===== src/rtl/regs_wb_arbiter.sv =====
// Register-file writeback arbiter between execute (A) and load (B) paths, with a pending-load scoreboard.
// Define REGS_WB_ARB_RR_EN for round-robin contention handling; otherwise B has fixed priority.
module regs_wb_arbiter #(
  parameter int AddressBitWidth = 5,
  parameter int DataBitWidth    = 32
) (
  input  logic                       clk,
  input  logic                       rst_n,
  input  logic                       a_valid,
  input  logic [AddressBitWidth-1:0] a_rd,
  input  logic [DataBitWidth-1:0]    a_data,
  output logic                       a_ready,
  input  logic                       b_valid,
  input  logic [AddressBitWidth-1:0] b_rd,
  input  logic [DataBitWidth-1:0]    b_data,
  output logic                       b_ready,
  input  logic                       issue_load,
  input  logic [AddressBitWidth-1:0] issue_rd,
  input  logic [AddressBitWidth-1:0] rs1,
  input  logic [AddressBitWidth-1:0] rs2,
  output logic                       rs1_busy,
  output logic                       rs2_busy,
  output logic [AddressBitWidth-1:0] rd,
  output logic                       rd_write_enable,
  output logic [DataBitWidth-1:0]    rd_data_in
);

  localparam int NumRegs = 1 << AddressBitWidth;

  logic                       grant_b;
  logic                       accept;
  logic [AddressBitWidth-1:0] acc_rd;
  logic [DataBitWidth-1:0]    acc_data;
  logic                       from_b;
  logic [NumRegs-1:0]         busy_q;
  logic [NumRegs-1:0]         busy_d;

`ifdef REGS_WB_ARB_RR_EN
  typedef enum logic {PREFER_A, PREFER_B} rr_e;
  rr_e rr_q, rr_d;

  always_ff @(posedge clk or negedge rst_n) begin
    if (!rst_n) rr_q <= PREFER_A;
    else        rr_q <= rr_d;
  end

  // Pointer moves only on contended cycles, away from the requester just served.
  always_comb begin
    rr_d    = rr_q;
    grant_b = b_valid;
    if (a_valid && b_valid) begin
      grant_b = (rr_q == PREFER_B);
      rr_d    = grant_b ? PREFER_A : PREFER_B;
    end
  end
`else
  always_comb begin
    grant_b = b_valid;
  end
`endif

  assign b_ready  = rst_n & b_valid & grant_b;
  assign a_ready  = rst_n & a_valid & ~grant_b;
  assign accept   = a_ready | b_ready;
  assign acc_rd   = b_ready ? b_rd   : a_rd;
  assign acc_data = b_ready ? b_data : a_data;

  // Writes to x0 are accepted but leave the output register untouched.
  always_ff @(posedge clk or negedge rst_n) begin
    if (!rst_n) begin
      rd              <= '0;
      rd_data_in      <= '0;
      rd_write_enable <= 1'b0;
      from_b          <= 1'b0;
    end else begin
      rd_write_enable <= 1'b0;
      from_b          <= 1'b0;
      if (accept && acc_rd != '0) begin
        rd              <= acc_rd;
        rd_data_in      <= acc_data;
        rd_write_enable <= 1'b1;
        from_b          <= b_ready;
      end
    end
  end

  // Set is applied after clear so a simultaneous issue keeps the register busy.
  always_comb begin
    busy_d = busy_q;
    if (rd_write_enable && from_b) busy_d[rd] = 1'b0;
    if (issue_load && issue_rd != '0) busy_d[issue_rd] = 1'b1;
    busy_d[0] = 1'b0;
  end

  always_ff @(posedge clk or negedge rst_n) begin
    if (!rst_n) busy_q <= '0;
    else        busy_q <= busy_d;
  end

  assign rs1_busy = busy_q[rs1];
  assign rs2_busy = busy_q[rs2];

endmodule


===== config.mk =====
export PLATFORM = sky130hd
export DESIGN_NAME = regs_wb_arbiter
export DESIGN_NICKNAME = d
export VERILOG_FILES = /design/src/rtl/regs_wb_arbiter.sv
export SDC_FILE = /design/constraint.sdc
export NUM_CORES = 1
export LEC_CHECK = 0
export CELL_PAD_IN_SITES_DETAIL_PLACEMENT = 0
export CELL_PAD_IN_SITES_GLOBAL_PLACEMENT = 1
export CORE_MARGIN = 5
export CORE_UTILIZATION = 34
export DETAILED_ROUTE_END_ITERATION = 10
export PLACE_DENSITY_LB_ADDON = 0.1
export RECOVER_POWER = 50
export SYNTH_ARGS = -nofsm -noshare
export SYNTH_HDL_FRONTEND = slang
export SYNTH_SLANG_ARGS = --single-unit

===== constraint.sdc =====
create_clock -name clk -period 1.93 [get_ports clk]
set_input_delay 0.193 -clock clk [delete_from_list [all_inputs] [get_ports clk]]
set_output_delay 0.193 -clock clk [all_outputs]
set_load 0.01 [all_outputs]

* Word level (Yosys, flattened, before mapping)
Index checks and enable logic that the tools add are counted.
** Storage, ports and cells
- Register bits after elaboration :: 70
- Input bits :: 94
- Output and inout bits :: 42
- Logic and storage cells :: 41
** Cells by class
- $lt $le $gt $ge :: 6
- Mux-type cells :: 14
- Bitwise operators :: 9
- Reductions and logical operators :: 7
** Operator list (number)
- 2-to-1 mux 32 bit :: 3
- AND 32 bit :: 1
- NOT 32 bit :: 1
- OR 32 bit :: 1
- less-than comparator 5 x 6 -> 1 bit (second input constant) :: 4
- binary-select mux 1 bit (select 5 bit) :: 2
- demux 1 bit (select 5 bit) :: 2
- greater-or-equal comparator 5 x 1 -> 1 bit (second input constant) :: 2
- nonzero test 5 bit :: 2
- 2-to-1 mux 1 bit :: 6
- logical AND 1 bit :: 5
- 2-to-1 mux 5 bit :: 1
- AND 1 bit :: 4
- NOT 1 bit :: 1
- OR 1 bit :: 1

* Logic depth before layout (Yosys ltp)
Gate-level depths: netlist of run 1.
- Depth in word-level cells :: 9
- Mapped depth :: 6
- Mapped depth without buffers :: 5

* Worst setup path after synthesis of run 1
No wires, ideal clock.
- Path type :: in2out
- Start point :: input port rs1[0]
- End point :: output port rs1_busy
- Arrival time :: 1.377 ns
- Required time :: 1.737 ns
- Slack :: 0.360 ns
- Stages on the path :: 5
- Path buffers :: 1
- Cell sequence :: clkbuf_1 > mux4_2 > nand2b_1 > o211ai_1 > nand4_1
** Between the ends
- Word-level cells in the longest chain between the ends :: 2
** Ends and longest elaborated chain
- start, declared :: line 19 : input logic [AddressBitWidth-1:0] rs1,
- binary-select mux 1 bit (select 5 bit) :: line 100 : assign rs1_busy = busy_q[rs1];
- 2-to-1 mux 1 bit (implied by the code) :: line 100
- end, declared :: line 21 : output logic rs1_busy,
No other way between the ends. The select of a mux whose other input is x is not followed.

* Final worst setup path of run 1
- Start point :: register busy_q[7]
- End point :: output port rs1_busy
** Between the ends
- Word-level cells in the longest chain between the ends :: 2
** Ends and longest elaborated chain
- start, declared :: line 35 : logic [NumRegs-1:0] busy_q;
- start signal, assigned :: line 97 : else busy_q <= busy_d;
- binary-select mux 1 bit (select 5 bit) :: line 100
- 2-to-1 mux 1 bit (implied by the code) :: line 100
No other way between the ends. The select of a mux whose other input is x is not followed.

==> flow_metrics.py, run 1 <==
metrics = {
    "hold_path": {
        "min-delay-path-class": "in2reg",
        "hold_start": "rst_n",
        "min_to": "rd[1]$_DFFE_PN0P_",
        "hold_depth": 5,
    },
    "power": {
        "peakVddDrop_uv": 306,
        "power.total_w": 0.00397,
        "power_density_mw_per_mm2": 724,
        "p_leak_nw": 2.01,
    },
    "synthesis": {
        "async_flop_share_pct": 100,
        "syn_avg_cell_area_um2": 10.9,
        "yosysUniqueCellTypes": 34,
        "syn_nets": 433,
        "synth_cells": 339,
        "synth_top_area_share_pct": 47.6,
        "synth_ff_type": "dfrtp_1",
        "ys_seq_area_share_pct": 47.6,
        "syn-cell-area_mm2": 0.00368,
        "yosys_register_bits": 70,
        "yosysWarnings": 0,
        "yosys.area.top_type": "dfrtp_1",
        "synth.area.top_cells": "dfrtp_1 (48%), o221a_1 (11%), o21ai_0 (8.7%), or2_2 (5.6%), mux2i_1 (4.9%)",
        "synth-edff-count": 0,
    },
    "placement": {
        "place_congestion": 0.835,
        "post-place-ws_ns": -0.448,
        "postPlaceCellArea_mm2": 0.00531,
        "dp_cells": 617,
        "post-dp-hpwl_um": 8670,
        "portBuffers": 135,
    },
    "route": {
        "totalWireLength_um": 11600,
        "wl_met1_um": 4870,
        "vias": 3296,
        "drt_iter0_markers": 162,
        "wl_per_cell_um": 18.3,
        "route.met3.wl_um": 1230,
        "wl_met2_um": 5320,
        "drc": 0,
        "dr.pass1.iters": 4,
        "routed.top_layer": "met4",
        "vias_per_cell": 5.22,
        "postRouteAntennaNets": 0,
    },
    "worst_setup_path": {
        "critPathKind": "reg2out",
        "worstPathRequired_ns": 1.74,
        "cp_max_fo": 3,
        "crit_arrival_ns": 1.72,
        "ff2ff_path_depth": 3,
        "r2r_setup_slack_ns": 0.43,
        "cp-end-kind": "output pin",
        "critPathSlowestCell": "mux4_2",
        "crit_chain": "mux4_2 -> nand2b_4 -> o211ai_1 -> nand4_1 -> buf_2",
        "r2r-end": "busy_q[10]$_DFF_PN0_",
        "slowest_delay_ns": 0.48,
        "r2r_start": "rd[3]$_DFFE_PN0P_",
        "cp-start-kind": "register",
    },
    "floorplanning": {
        "die_width_um": 114,
        "core_mm2": 0.0107,
        "start_util_pct": 34.3,
        "fp.dieArea_mm2": 0.0130,
        "rows": 38,
        "io_pins": 136,
        "die_h_um": 114,
    },
    "sta": {
        "rsz0062_at_grt": "true",
        "fmax_mhz": 521,
        "fin_crit_sh_pct": 99.4,
        "tns_ns": 0,
        "layout_setup_ws_ns": 0.0122,
        "fin_worst_skew_ns": 0.00452,
        "fin_crit_ns": 1.92,
        "tightest_slew_ns": 1.79,
        "report.final.slew_viol_count": 72,
        "slew_headroom_pct": -19.6,
        "setup_viol": 0,
        "hold_viol_final": 0,
    },
    "cts": {
        "clk_latency_ns": 0.34,
        "cts_setup_buffers": 0,
        "clk_root_buffer_cell": "clkbuf_8",
        "cts_tree": "built",
        "cts.sinks": 70,
        "htreeDepth": 3,
        "numCtsBuffers": 9,
        "clk_pin_slew_ns": 0.07,
        "cts_buffer_depth": 2,
    },
    "cells_and_area": {
        "design_area_mm2": 0.00549,
        "fill_cells": 1043,
        "nNetsFinal": 582,
        "drive_above_1_share_pct": 18.9,
        "final_cells": 632,
        "areaGrowthSynthToFinish_pct": 48.9,
        "n_antenna_cell": 0,
    },
    "outcome": {
        "outcome": "complete, but fails checks",
        "violations": "max-capacitance violations, max-slew violations",
    },
    "global_routing": {
        "grt_pass1_wl_um": 18400,
        "antenna_found_initial": 0,
        "grt.total_usage_pct": 18.0,
        "grt_pass1_vias": 3552,
        "grt_max_degree": 72,
        "gr-total-overflow": 0,
    },
    "job": {
        "cap_violations": 1,
    },
}
## where the power goes
group          switching [W]  total (W)  internal (W)
combinational       0.000446    0.00111      0.000663
clock               0.000533   0.000983      0.000450
sequential          0.000188    0.00188       0.00169
## layout by cell type (no fill, tap or decap), drive strengths merged, types with 2 or more instances in the layout
cell type,n
nand3b,8
clkdlybuf4s50,122
o21ai,66
a22oi,4
buf,25
mux2i,18
dfrtp,70
mux4,6
nand2,12
a21oi,7
or3b,3
o2111ai,2
o211ai,2
nor2,9
clkbuf,11
o221a,36
nand3,11
dlygate4sd3,8
or3,5
nand2b,4
a211oi,2
inv,5
or2,35
nor2b,4
dlygate4sd2,2
clkinv,4
nand4,4
## flip-flops by register name (all words and copies together) (netlist names)
| register | count |
|---|---|
| from_b | 1 |
| rd_write_enable | 1 |
| rd_data_in | 32 |
| rd | 5 |
| busy_q | 31 |
## layer usage
layer  global-route usage [%]  vias up
li1                         -     1584
met1                     22.5     1578
met2                     27.4      123
met3                     8.46       11
met4                     6.10        0
met5                        0        -
## cell usage after synthesis (3+ instances only)
cell	number
or2_2	33
nand3b_1	8
a21oi_1	7
or3_1	4
inv_1	5
buf_6	6
mux2i_1	18
a22oi_1	4
o221a_1	36
mux4_2	6
nand3_1	11
o21ai_0	64
nand2b_1	4
or3b_2	3
dfrtp_1	70
nand4_1	4
nor2_1	9
clkbuf_1	11
nand2_1	12
buf_2	3
nor2b_1	4
## worst max path at each step
stage | start | slack [ns] | endpoint | cells after the start
3_5_place_dp | rs2[0] | -0.45 | rs2_busy | 6
6_report | busy_q[7]$_DFF_PN0_ | 0.01 | rs1_busy | 5
2_1_floorplan | rs1[0] | 0.36 | rs1_busy | 5
4_1_cts | busy_q[7]$_DFF_PN0_ | 0.0007 | rs1_busy | 5
5_1_grt | busy_q[23]$_DFF_PN0_ | -0.06 | rs1_busy | 5
3_3_place_gp | rs1[0] | -0.45 | rs1_busy | 6
## worst max-delay path, delay by kind of cell, from the launching register on
family | cells | cell delay (ns)
multiplexers | 1 | 0.48
AND/OR/NAND/NOR | 2 | 0.26
flip-flops | 1 | 0.41
buffers and inverters | 1 | 0.15
AO/OA/AOI/OAI | 1 | 0.09
## cell type report
class                      count  area, µm²  share of cell area, %
sequential                    70       1750                   31.9
clock inverter                 5       27.5                  0.502
tap                          140        175                   3.19
timing repair buffer         158       1550                   28.3
inverter                       5       18.8                  0.342
multi-input combinational    244       1830                   33.4
clock buffer                  10        128                   2.33
## kinds of logic after synthesis
logic type,synth area share (%)
AO/OA/AOI/OAI,24.5
AND/OR/NAND/NOR,15.6
flip-flops,47.6
buffers and inverters,3.87
multiplexers,8.56
## stage by stage
stage | utilization (%) | hold WS (ns)
3_3_place_gp | 49.4 | 0.498
3_5_place_dp | 49.4 | 0.508
4_1_cts | 50.7 | 0.134
6_report | 51.1 | 0.354
5_1_grt | 51.1 | 0.413
2_1_floorplan | - | -0.103
## what timing repair did
| item | 4_1_cts | 5_1_grt |
|---|---|---|
| setup endpoints to repair | 2 | 2 |
| pin swaps | 0 | 3 |
| hold buffers | 0 | 0 |
| gates resized for setup | 10 | 6 |
No activity file was read; power rests on OpenSTA's default activity.
==> inputs of run 2 (changes only) <==
- ABC_AREA: default -> 1
- CORE_UTILIZATION: 34 -> 32
==> run 2 against run 1 <==
Net effect: the run still ends with max-capacitance violations, max-slew violations left; final cell count increased by 41%; total power increased by 15%; synthesized cell count increased by 70%; register-to-register slack improved by 0.21 ns; sequential power decreased by 4%; utilization decreased by 1.9 points; global-route usage decreased by 0.25 points; critical path type is now in2out.
==> flow_metrics.py, run 2 <==
metrics = {
    "cts": {
        "holdBufCountCts": 0,
        "htreeDepth": 3,
        "cts_buffer_depth": 2,
        "clk_root_buffer_cell": "clkbuf_16",
        "clk_latency_ns": 0.33,
        "cts_tree": "built",
        "numCtsBuffers": 9,
        "cts_setup_buffers": 0,
        "cts.sinks": 70,
        "clk_pin_slew_ns": 0.05,
    },
    "global_routing": {
        "antenna_found_initial": 0,
        "use_met1_pct": 22.4,
        "use_met3_pct": 5.57,
        "grt_pass1_wl_um": 21000,
        "grt_pass1_vias": 4299,
        "grtUsageMet2_pct": 28.5,
        "grt.total_usage_pct": 17.8,
        "gr-total-overflow": 0,
        "grt-busiest-layer": "met2",
        "grt_max_degree": 71,
    },
    "floorplanning": {
        "die_width_um": 122,
        "start_util_pct": 32.9,
        "core_mm2": 0.0121,
        "io_pins": 136,
        "rows": 40,
        "die_h_um": 122,
        "fp.dieArea_mm2": 0.0148,
    },
    "placement": {
        "postPlaceCellArea_mm2": 0.00566,
        "dp_cells": 876,
        "post-dp-hpwl_um": 10000,
        "place_congestion": 0.883,
        "portBuffers": 135,
    },
    "cells_and_area": {
        "largest_reg_flops": 32,
        "layout_commonest_cell": "nand2_1",
        "multiInputGateArea_mm2": 0.00198,
        "regArea_mm2": 0.00175,
        "fill_cells": 1226,
        "drive_above_1_share_pct": 8.56,
        "top_register": "rd_data_in",
        "final_cells": 892,
        "n_antenna_cell": 0,
        "reg.largest.list": "rd_data_in x32, busy_q x31, rd x5",
        "nNetsFinal": 813,
        "mostFrequentLayoutCells": "nand2_1 (257), clkdlybuf4s50_1 (130), nand3_1 (107)",
        "design_area_mm2": 0.00595,
        "areaGrowthSynthToFinish_pct": 49.5,
        "fin_util_pct": 49.1,
    },
    "synthesis": {
        "ys_top_cells_by_count": "nand2_1 (257), nand3_1 (107), dfrtp_1 (70)",
        "syn_avg_cell_area_um2": 6.90,
        "synth_cells": 577,
        "yosysUniqueCellTypes": 22,
        "async_flop_share_pct": 100,
        "synthMostInstantiatedCell": "nand2_1",
        "syn_nets": 671,
        "yosys.area.top_type": "dfrtp_1",
        "synth.area.top_cells": "dfrtp_1 (44%), nand2_1 (24%), nand3_1 (13%), o21ai_0 (7.9%), inv_1 (2.7%)",
        "synth_top_area_share_pct": 44.0,
        "yosysWarnings": 0,
        "yosys_register_bits": 70,
        "synth_ff_type": "dfrtp_1",
        "syn-cell-area_mm2": 0.00398,
        "synth-edff-count": 0,
        "ys_seq_area_share_pct": 44.0,
    },
    "sta": {
        "fin_crit_ns": 1.86,
        "fin_crit_sh_pct": 96.3,
        "tightest_slew_ns": 1.58,
        "report.final.slew_viol_count": 71,
        "hold_viol_final": 0,
        "setup_viol": 0,
        "fmax_mhz": 538,
        "slew_headroom_pct": -5.35,
        "fin_worst_skew_ns": 0.00355,
        "rsz0062_at_grt": "false",
    },
    "worst_setup_path": {
        "cp-end-kind": "output pin",
        "cp_max_fo": 11,
        "cpMostUsedCell": "clkdlybuf4s50_1",
        "cp.buffers_inverters": 3,
        "crit_chain": "clkdlybuf4s50_1 -> nand2_2 -> inv_2 -> clkdlybuf4s50_1",
        "crit_arrival_ns": 1.67,
        "worstPathRequired_ns": 1.74,
        "critPathSlowestCell": "clkdlybuf4s50_1",
        "cp-start-kind": "input pin",
        "slowest_delay_ns": 0.59,
        "critPathKind": "in2out",
        "cp_top_family": "buffers and inverters",
    },
    "power": {
        "swShare_pct": 29.1,
        "p_comb_share_pct": 26.3,
        "power_density_mw_per_mm2": 769,
        "peakVddDrop_uv": 357,
        "pwr-share-seq_pct": 39.3,
        "p_leak_nw": 2.87,
        "p_switching_w": 0.00133,
        "clockPowerShare_pct": 34.3,
        "p_int_w": 0.00324,
    },
    "route": {
        "totalWireLength_um": 13000,
        "wl_per_cell_um": 14.5,
        "drt_iter0_markers": 295,
        "vias": 4271,
        "vias_per_cell": 4.79,
        "drc": 0,
        "dr.pass1.iters": 5,
        "postRouteAntennaNets": 0,
    },
    "outcome": {
        "outcome": "complete, but fails checks",
        "violations": "max-capacitance violations, max-slew violations",
    },
    "job": {
        "cap_violations": 1,
    },
    "hold_path": {
        "min-delay-path-class": "in2reg",
    },
}
run 2: cell types whose count changed after synthesis, moves of 18 or more:
cell / change
inv_1: +24
mux2i_1: -18
nand2_1: +245
nand3_1: +96
o221a_1: -36
or2_2: -32
run 2: cell families after synthesis:
| family | after synthesis | share of synthesized area, % |
|---|---|---|
| AND/OR/NAND/NOR | 386 | 41.5 |
| flip-flops | 70 | 44.0 |
| AO/OA/AOI/OAI | 64 | 8.14 |
| buffers and inverters | 57 | 6.41 |
run 2: metal layers:
layer / vias to the layer above / wire (µm)
met5: - / 0
met4: 0 / 302
met3: 27 / 1060
met2: 183 / 6000
met1: 1911 / 5610
li1: 2150 / -
run 2: path summary, 6_finish.rpt:
| check | cells past startpoint | to | slack, ns | startpoint |
|---|---|---|---|---|
| max in group asynchronous | 2 | busy_q[28]$_DFF_PN0_ | 0.54 | rst_n |
| worst min-delay path | 4 | from_b$_DFF_PN0_ | 0.40 | rst_n |
| worst min register to register | 2 | rd_data_in[16]$_DFFE_PN0P_ | 0.47 | rd_data_in[16]$_DFFE_PN0P_ |
| min in group asynchronous | 2 | rd_data_in[9]$_DFFE_PN0P_ | 0.42 | rst_n |
| worst max register to register | 5 | busy_q[3]$_DFF_PN0_ | 0.64 | rd_write_enable$_DFF_PN0_ |
| worst max-delay path | 4 | b_ready | 0.07 | b_valid |
run 2: through the flow:
step	total power, W	hold slack [ns]	setup WS, ns	setup TNS (ns)
floorplan	0.00233	-0.103	0.558	0
global placement	0.00304	0.454	-0.211	-1.04
detailed placement	0.00304	0.459	-0.211	-0.595
CTS	0.00462	0.187	0.0333	0
global route	0.00482	0.438	0.00495	0
finish	0.00458	0.404	0.0716	0
run 2: power groups by stage:
stage	sequential (W)	combinational, W	clock (W)
finish	0.00180	0.00121	0.00157
global route	0.00183	0.00134	0.00165
CTS	0.00180	0.00122	0.00159
detailed placement	0.00182	0.00122	0
global placement	0.00181	0.00122	0
floorplan	0.00185	0.000485	0
run 2: cell type report:
cell class	count	area share, %
clock buffers	13	4.54
clock inverters	3	0.294
inverters	30	1.89
multi-input cells	450	33.3
flip-flops and latches	70	29.4
well taps	168	3.53
repair buffers	158	27.1
run 2: repair_timing:
action / CTS / global route
resized for setup: 6 / 3
setup endpoints to repair: 2 / 1
pin swaps: 0 / 0
run 2: worst reg2reg max path, delay by kind of cell (launching register included):
| family | cells | cell delay, ns |
|---|---|---|
| AND/OR/NAND/NOR | 2 | 0.33 |
| AO/OA/AOI/OAI | 2 | 0.40 |
| buffers and inverters | 1 | 0.09 |
| flip-flops | 1 | 0.35 |
==> inputs of run 3 (changes only) <==
- ABC_AREA: 1 -> default
- CORE_UTILIZATION: 32 -> 34
- GPL_TIMING_DRIVEN: default -> 0
- SKIP_LAST_GASP: default -> 1
==> run 3 against run 2 <==
Net effect: the flow finishes with violations (negative setup slack); critical path type is now reg2out; non-clock buffer count decreased by 2; global-route usage rose by 1.0 points; setup slack lost 0.076 ns; highest routed layer unchanged.
==> flow_metrics.py, run 3 (synthesis results as in run 1) <==
metrics = {
    "route": {
        "dr.pass1.iters": 5,
        "vias_per_cell": 5.29,
        "vias": 3341,
        "drt_iter0_markers": 279,
        "wl_per_cell_um": 18.6,
        "postRouteAntennaNets": 0,
        "totalWireLength_um": 11800,
        "drc": 0,
    },
    "power": {
        "p_leak_nw": 1.96,
        "swShare_pct": 29.3,
        "p_switching_w": 0.00122,
        "clockPowerShare_pct": 29.2,
        "pwr-share-seq_pct": 44.3,
        "power_density_mw_per_mm2": 762,
        "p_int_w": 0.00294,
        "power.total_w": 0.00416,
        "p_comb_share_pct": 26.4,
        "peakVddDrop_uv": 294,
    },
    "placement": {
        "portBuffers": 131,
        "post-place-ws_ns": -0.369,
        "dp_cells": 611,
        "place_congestion": 0.814,
        "post-dp-hpwl_um": 8750,
    },
    "cells_and_area": {
        "final_cells": 631,
        "multiInputGateArea_mm2": 0.00181,
        "drive_above_1_share_pct": 16.3,
        "reg.largest.list": "rd_data_in x32, busy_q x31, rd x5",
        "mostFrequentLayoutCells": "clkdlybuf4s50_1 (97), dfrtp_1 (70), o21ai_0 (65)",
        "layout_commonest_cell": "clkdlybuf4s50_1",
        "regArea_mm2": 0.00175,
        "areaGrowthSynthToFinish_pct": 48.2,
        "fill_cells": 1014,
        "nNetsFinal": 580,
        "top_register": "rd_data_in",
        "n_antenna_cell": 0,
        "largest_reg_flops": 32,
    },
    "cts": {
        "numCtsBuffers": 9,
        "cts_tree": "built",
        "cts.sinks": 70,
        "htreeDepth": 3,
        "cts_buffer_depth": 2,
        "clk_pin_slew_ns": 0.08,
        "clk_latency_ns": 0.35,
        "clk_root_buffer_cell": "clkbuf_8",
    },
    "floorplanning": {
        "core_mm2": 0.0107,
        "rows": 38,
        "fp.dieArea_mm2": 0.0130,
        "die_h_um": 114,
        "start_util_pct": 34.3,
        "die_width_um": 114,
        "io_pins": 136,
    },
    "worst_setup_path": {
        "cp-start-kind": "register",
        "cp_max_fo": 3,
        "cp-end-kind": "output pin",
        "ff2ff_path_depth": 4,
        "worstPathRequired_ns": 1.74,
        "crit_arrival_ns": 1.74,
        "critPathKind": "reg2out",
    },
    "sta": {
        "tightest_slew_ns": 1.20,
        "fin_crit_ns": 1.93,
        "fin_worst_skew_ns": 0.00966,
        "setup_viol": 1,
        "fmax_mhz": 517,
        "rsz0062_at_grt": "true",
        "holdWs_ns": 0.236,
        "slew_headroom_pct": 19.9,
        "fin_crit_sh_pct": 100,
        "layout_setup_ws_ns": -0.00392,
        "hold_viol_final": 0,
        "report.final.slew_viol_count": 0,
        "tns_ns": -0.00392,
    },
    "global_routing": {
        "grt.total_usage_pct": 18.8,
        "grt_max_degree": 26,
        "gr-total-overflow": 0,
        "grt_pass1_vias": 3566,
        "antenna_found_initial": 0,
        "grt_pass1_wl_um": 19200,
    },
    "outcome": {
        "violations": "negative setup slack",
        "outcome": "complete, but fails checks",
    },
    "hold_path": {
        "min-delay-path-class": "in2reg",
        "hold_depth": 4,
    },
    "job": {
        "cap_violations": 0,
    },
}
## run 3: cell types whose count changed in the layout (fill, tap and decap cells not counted), sizes merged, moves of 33 or more
cell,before,now
clkdlybuf4s50,130,97
nand3,108,11
nand2,270,12
dlygate4sd3,0,34
or2,1,35
o221a,0,36
## run 3: layout make-up
| class | instances | area share (%) |
|---|---|---|
| Buffer | 20 | 2.48 |
| Tap cell | 140 | 3.21 |
| Timing Repair Buffer | 136 | 25.0 |
| Sequential cell | 70 | 32.1 |
| Inverter | 5 | 0.344 |
| Clock buffer | 11 | 2.59 |
| Multi-Input combinational cell | 244 | 33.2 |
| Clock inverter | 5 | 1.08 |
## run 3: timing repair
item	4_1_cts	5_1_grt
setup buffers	0	0
setup endpoints to repair	3	12
gates cloned	1	0
pin swaps	1	1
hold buffers	3	0
endpoints found under the hold margin	22	0
gates resized for setup	10	10
## run 3: worst max-delay path, cell delays in order (launching register included)
cell and delay (ns):
dfrtp_1 0.41, mux4_2 0.48, nand2b_4 0.15, o2111ai_1 0.09
nand4_1 0.10, buf_2 0.15
## run 3: final timing paths
kind / startpoint / endpoint / slack, ns
max in group asynchronous: rst_n / busy_q[2]$_DFF_PN0_ / 0.23
worst max register to register: rd[3]$_DFFE_PN0P_ / busy_q[11]$_DFF_PN0_ / 0.26
min in group asynchronous: rst_n / rd_data_in[26]$_DFFE_PN0P_ / 0.61
worst min-delay path: rst_n / rd[0]$_DFFE_PN0P_ / 0.24
worst max-delay path: busy_q[23]$_DFF_PN0_ / rs2_busy / -0.004
worst min register to register: busy_q[18]$_DFF_PN0_ / busy_q[18]$_DFF_PN0_ / 0.53
## run 3: through the flow
step / instance area (µm²) / utilization (%)
floorplan: 3680 / -
global placement: 5170 / 48.1
detailed placement: 5190 / 48.3
CTS: 5460 / 50.8
global route: 5460 / 50.8
finish: 5460 / 50.8
## run 3: metal layers
metal  GRT usage (%)  wire, µm  vias to the layer above  share of wire [%]
li1                -         -                     1588                  -
met1            24.0      4960                     1604                 42
met2            28.8      5400                      135                 46
met3            7.61      1230                       14                 10
met4            6.49       164                        0                1.4
met5               0         0                        -                  0
## run 3: power by group through the flow
stage | combinational [W] | clock [W] | sequential, W
floorplan | 0.000474 | 0 | 0.00188
global placement | 0.00111 | 0 | 0.00187
detailed placement | 0.00113 | 0 | 0.00187
CTS | 0.00114 | 0.00124 | 0.00185
global route | 0.00120 | 0.00131 | 0.00188
finish | 0.00110 | 0.00122 | 0.00185
==> variant 1 (flow settings as in run 3) <==
Set the parameter `AddressBitWidth` to 4 (it was 5).
--- a/src/rtl/regs_wb_arbiter.sv
+++ b/src/rtl/regs_wb_arbiter.sv
@@ -1,7 +1,7 @@
 // Register-file writeback arbiter between execute (A) and load (B) paths, with a pending-load scoreboard.
 // Define REGS_WB_ARB_RR_EN for round-robin contention handling; otherwise B has fixed priority.
 module regs_wb_arbiter #(
-  parameter int AddressBitWidth = 5,
+  parameter int AddressBitWidth = 4,
   parameter int DataBitWidth    = 32
 ) (
   input  logic                       clk,
Interface: changed (6 resized); port bits go from 136 to 130. No check against the original RTL was run, so the function may have changed too.
==> variant 1 against run 3 <==
Synthesized area is 22% lower. Clock skew fell by 5.1 ps. Fmax increased by 2.7%. Count of clock-buffer cells in the layout shrank 3. Combinational power rose by 5%. Final area shrank 19%. Sequential cell count decreased by 17. Power decreased by 23%. Global-route usage is 4.0 points lower. Routed wire length fell by 37%. Setup slack improved by 51 ps. Cell count down 27%. Largest cell class unchanged. Largest power group unchanged.
==> variant 1: results (changes against run 3) <==
status: finished clean
seq_cells: 53 (-24%)
crit path max fanout: 10 (+7)
crit path launch: rst_n
Post-Place Setup Slack: -454 ps (-84.5 ps)
DP Area: 4310 µm² (-17%)
vias per std cell: 4.86 (-8.3%)
R2R Path Start: rd[1]
drt pass-1 iters: 4 (-1)
number of global-route vias before repair: 2,400 (-33%)
CP max-delay cell: dlygate4sd3_1
WL met3: 727 µm (-41%)
Vias: 2,224 (-33%)
WL met2: 3580 µm (-34%)
Fillers: 739 (-27%)
Commonest cells post-synth: dfrtp_1, mux2_2, o21ai_0
CP arrival: 2070 ps (+330 ps)
Int Power: 2.34 mW (-21%)
Total Power: 3.21 mW (-23%)
Layout clock area frac: 1.82% (-1.8 points)
non-clock buffer area fraction after layout: 31.6% (+4.1 points)
met2 Use GR: 24.7% (-4.2 points)
syn_area_per_cell: 13.5 µm² (+24%)
wl on met1: 3010 µm (-39%)
CP max stage delay: 530 ps (+50 ps)
synth-to-layout area growth: 52.9%
sequential-to-total area share from yosys stat: 46.1% (-1.4 points)
multi-input gate count: 150 (-39%)
Pleak: 1.79 nW (-8.3%)
CLK BUF: 8 (-3)
Final Skew: 4.55 ps (-5.11 ps)
hold crit path type: in2async
share of total power in sequential cells: 45.7% (+1.4 points)
pin count of the biggest net entering global routing: 40 (+54%)
placed insts: 448 (-27%)
first-pass GRT wire length: 12,000 µm (-37%)
Final Wtd Congestion: 0.816 (+0.26%)
Synth Net Count: 302 (-30%)
Crit. End Element: flip-flop
multi-input logic portion of the cell area: 33.3% (+0.088 points)
Unique masters post-synth: 28 (-18%)
fin crit share: 97.6% (-2.6 points)
Routed wire per std cell: 16.2 µm (-13%)
Rel. slew slack: 58.0% (+38 points)
H-tree lvl count: 2 (-1)
met3 usage in global routing: 4.98% (-2.6 points)
M1 GR Usage: 18.2% (-5.8 points)
hpwl dp: 5920 µm (-32%)
initial DRC count: 28 (-90%)
Synth area leaders: dfrtp_1, mux2_2, mux2_4
hold slack: 445 ps (+209 ps)
Nets: 441 (-24%)
Clk Latency, worst-skew pair: 300 ps (-50 ps)
fraction of area in registers: 30.1% (-1.9 points)
r2r setup slk: 660 ps (+400 ps)
variant 1: cell types whose count changed after synthesis, sizes merged, moves of 10 or more:
cell    delta
mux2      +70
or2       -33
nand3     -10
o21ai     -33
clkbuf    -11
o221a     -36
mux2i     -14
dfrtp     -17
variant 1: worst max-delay path, delay by kind of cell:
family | cells | cell delay, ps
muxes | 2 | 640
and+or+nand+nor | 1 | 100
buffers and inverters | 4 | 1130
variant 1: repair_timing:
action                                 in CTS  in global routing
resized for setup                          12                  1
setup buffers                               0                  0
setup endpoints to repair                   2                 11
hold buffers                                2                  0
endpoints found under the hold margin      14                  0
variant 1: logic make-up (layout without fill, tap and decap cells):
family,count (synthesis),count (layout),synth area share (%)
buffers and inverters,10,150,3.00
muxes,80,80,37.0
and+or+nand+nor,30,30,6.26
DFF,53,53,46.1
AOI/OAI and AO/OA,40,40,7.61
==> variant 2 (config.mk and constraints of run 3) <==
Without the edit above. Build with the macro `REGS_WB_ARB_RR_EN` defined.
--- a/src/rtl/regs_wb_arbiter.sv
+++ b/src/rtl/regs_wb_arbiter.sv
@@ -1,5 +1,7 @@
 // Register-file writeback arbiter between execute (A) and load (B) paths, with a pending-load scoreboard.
 // Define REGS_WB_ARB_RR_EN for round-robin contention handling; otherwise B has fixed priority.
+`define REGS_WB_ARB_RR_EN
+
 module regs_wb_arbiter #(
   parameter int AddressBitWidth = 5,
   parameter int DataBitWidth    = 32
Check against the original RTL: not equivalent (a bounded check fails within 4 cycles, from zero or initial values and one cycle with rst_n low).
==> variant 2 against run 3 <==
Fmax increased by 1.4%. Hold slack improved by 15 ps. Synthesized area increased by 9.0%. Setup slack improved by 26 ps. Routed wire length increased by 0.20%. Final area increased by 9.0%. First-iteration DRC count decreased by 61%. Sequential cell count increased by 1. Register-to-register slack got worse by 170 ps. Power increased by 22%. The run ends with max-capacitance violations, max-slew violations left.
==> variant 2: results (changes against run 3) <==
status: complete, but fails checks
failing checks: max-capacitance violations, max-slew violations
Final Wtd Congestion: 0.839 (+3.0%)
pin count of the biggest net entering global routing: 36 (+38%)
sequential-to-total area share from yosys stat: 44.3% (-3.3 points)
Fillers: 1,062 (+4.7%)
Clk Latency, worst-skew pair: 330 ps (-20 ps)
Final Skew: 4.79 ps (-4.87 ps)
MaxCap Viol Count: 1 (+1)
first-pass GRT wire length: 18,900 µm (-1.5%)
Final Max Tran Viols: 36 (+36)
measured slew at the worst slew-check pin: 1610 ps (+407 ps)
hold crit path type: in2async
WL met2: 5730 µm (+6.2%)
Unique masters post-synth: 37 (+8.8%)
Synth area leaders: dfrtp_1, mux2_2, mux2_4
net switching power: 1.38 mW (+14%)
wl on met1: 4820 µm (-2.7%)
initial DRC count: 108 (-61%)
Routed wire per std cell: 18.3 µm (-1.7%)
mux cell area share after synthesis: 29.6% (+21 points)
Pleak: 2.38 nW (+22%)
Commonest cells post-synth: dfrtp_1, o21ai_0, mux2_2
WL met3: 1060 µm (-14%)
r2r setup slk: 90 ps (-170 ps)
PortBufs: 130 (-0.76%)
DP Area: 5520 µm² (+6.2%)
Tot GR Track Use: 16.9% (-1.9 points)
clk root buf: clkbuf_16
worst reg2reg endpoint: rd_data_in[20]
Critical Path Sink: rs1_busy
CP arrival: 1710 ps (-30 ps)
worst r2r path cells: 7 (+3)
Synth Net Count: 441 (+1.8%)
Compound-Gate Fraction of Synth Area: 13.7% (-11 points)
Nets: 590 (+1.7%)
variant 2: cell types whose count changed in the layout (fill, tap and decap cells not counted), sizes merged, moves of 5 or more:
cell,run 3,this run
mux2i,18,23
clkdlybuf4s50,97,121
dlygate4sd3,34,3
mux2,0,64
or2,35,0
o221a,36,0
variant 2: metal layers:
metal / up-vias / GRT usage, %
met3: 16 / 6.45
met1: 1664 / 20.0
met2: 117 / 28.5
li1: 1609 / -
met4: 0 / 5.14
met5: - / 0
variant 2: timing repair:
item | CTS | global route
pin swaps | 4 | 5
setup buffers | 3 | 0
cloned | 1 | 0
resized for setup | 20 | 21
endpoints found under the setup margin | 31 | 33
hold buffers | 3 | 0
endpoints found under the hold margin | 36 | 0
variant 2: layout make-up:
cell class | instances | area, µm² | share of cell area (%)
multi-input combinational | 254 | 2180 | 36.6
clock buffer | 12 | 246 | 4.14
clock inverter | 3 | 43.8 | 0.736
timing repair buffer | 138 | 1370 | 23.0
buffer | 16 | 136 | 2.29
tap | 143 | 179 | 3.01
sequential | 71 | 1780 | 29.9
inverter | 6 | 22.5 | 0.378
variant 2: stage by stage:
step	setup WS [ps]	std cells	hold slack, ps	TNS (ps)
after floorplan	22.4	347	-103	0
after global placement	-2960	620	491	-251890
after detailed placement	-607	621	-0.901	-16970
after CTS	-32.7	643	2.09	-776
after global routing	-41.3	643	256	-165
final	22.1	643	251	0
variant 2: power groups by stage:
| stage | registers (mW) | clock network [mW] | logic (mW) |
|---|---|---|---|
| floorplan | 1.99 | 0 | 0.670 |
| global placement | 1.96 | 0 | 1.43 |
| detailed placement | 1.97 | 0 | 1.46 |
| CTS | 1.95 | 1.66 | 1.49 |
| global route | 1.99 | 1.72 | 1.61 |
| finish | 1.95 | 1.63 | 1.49 |
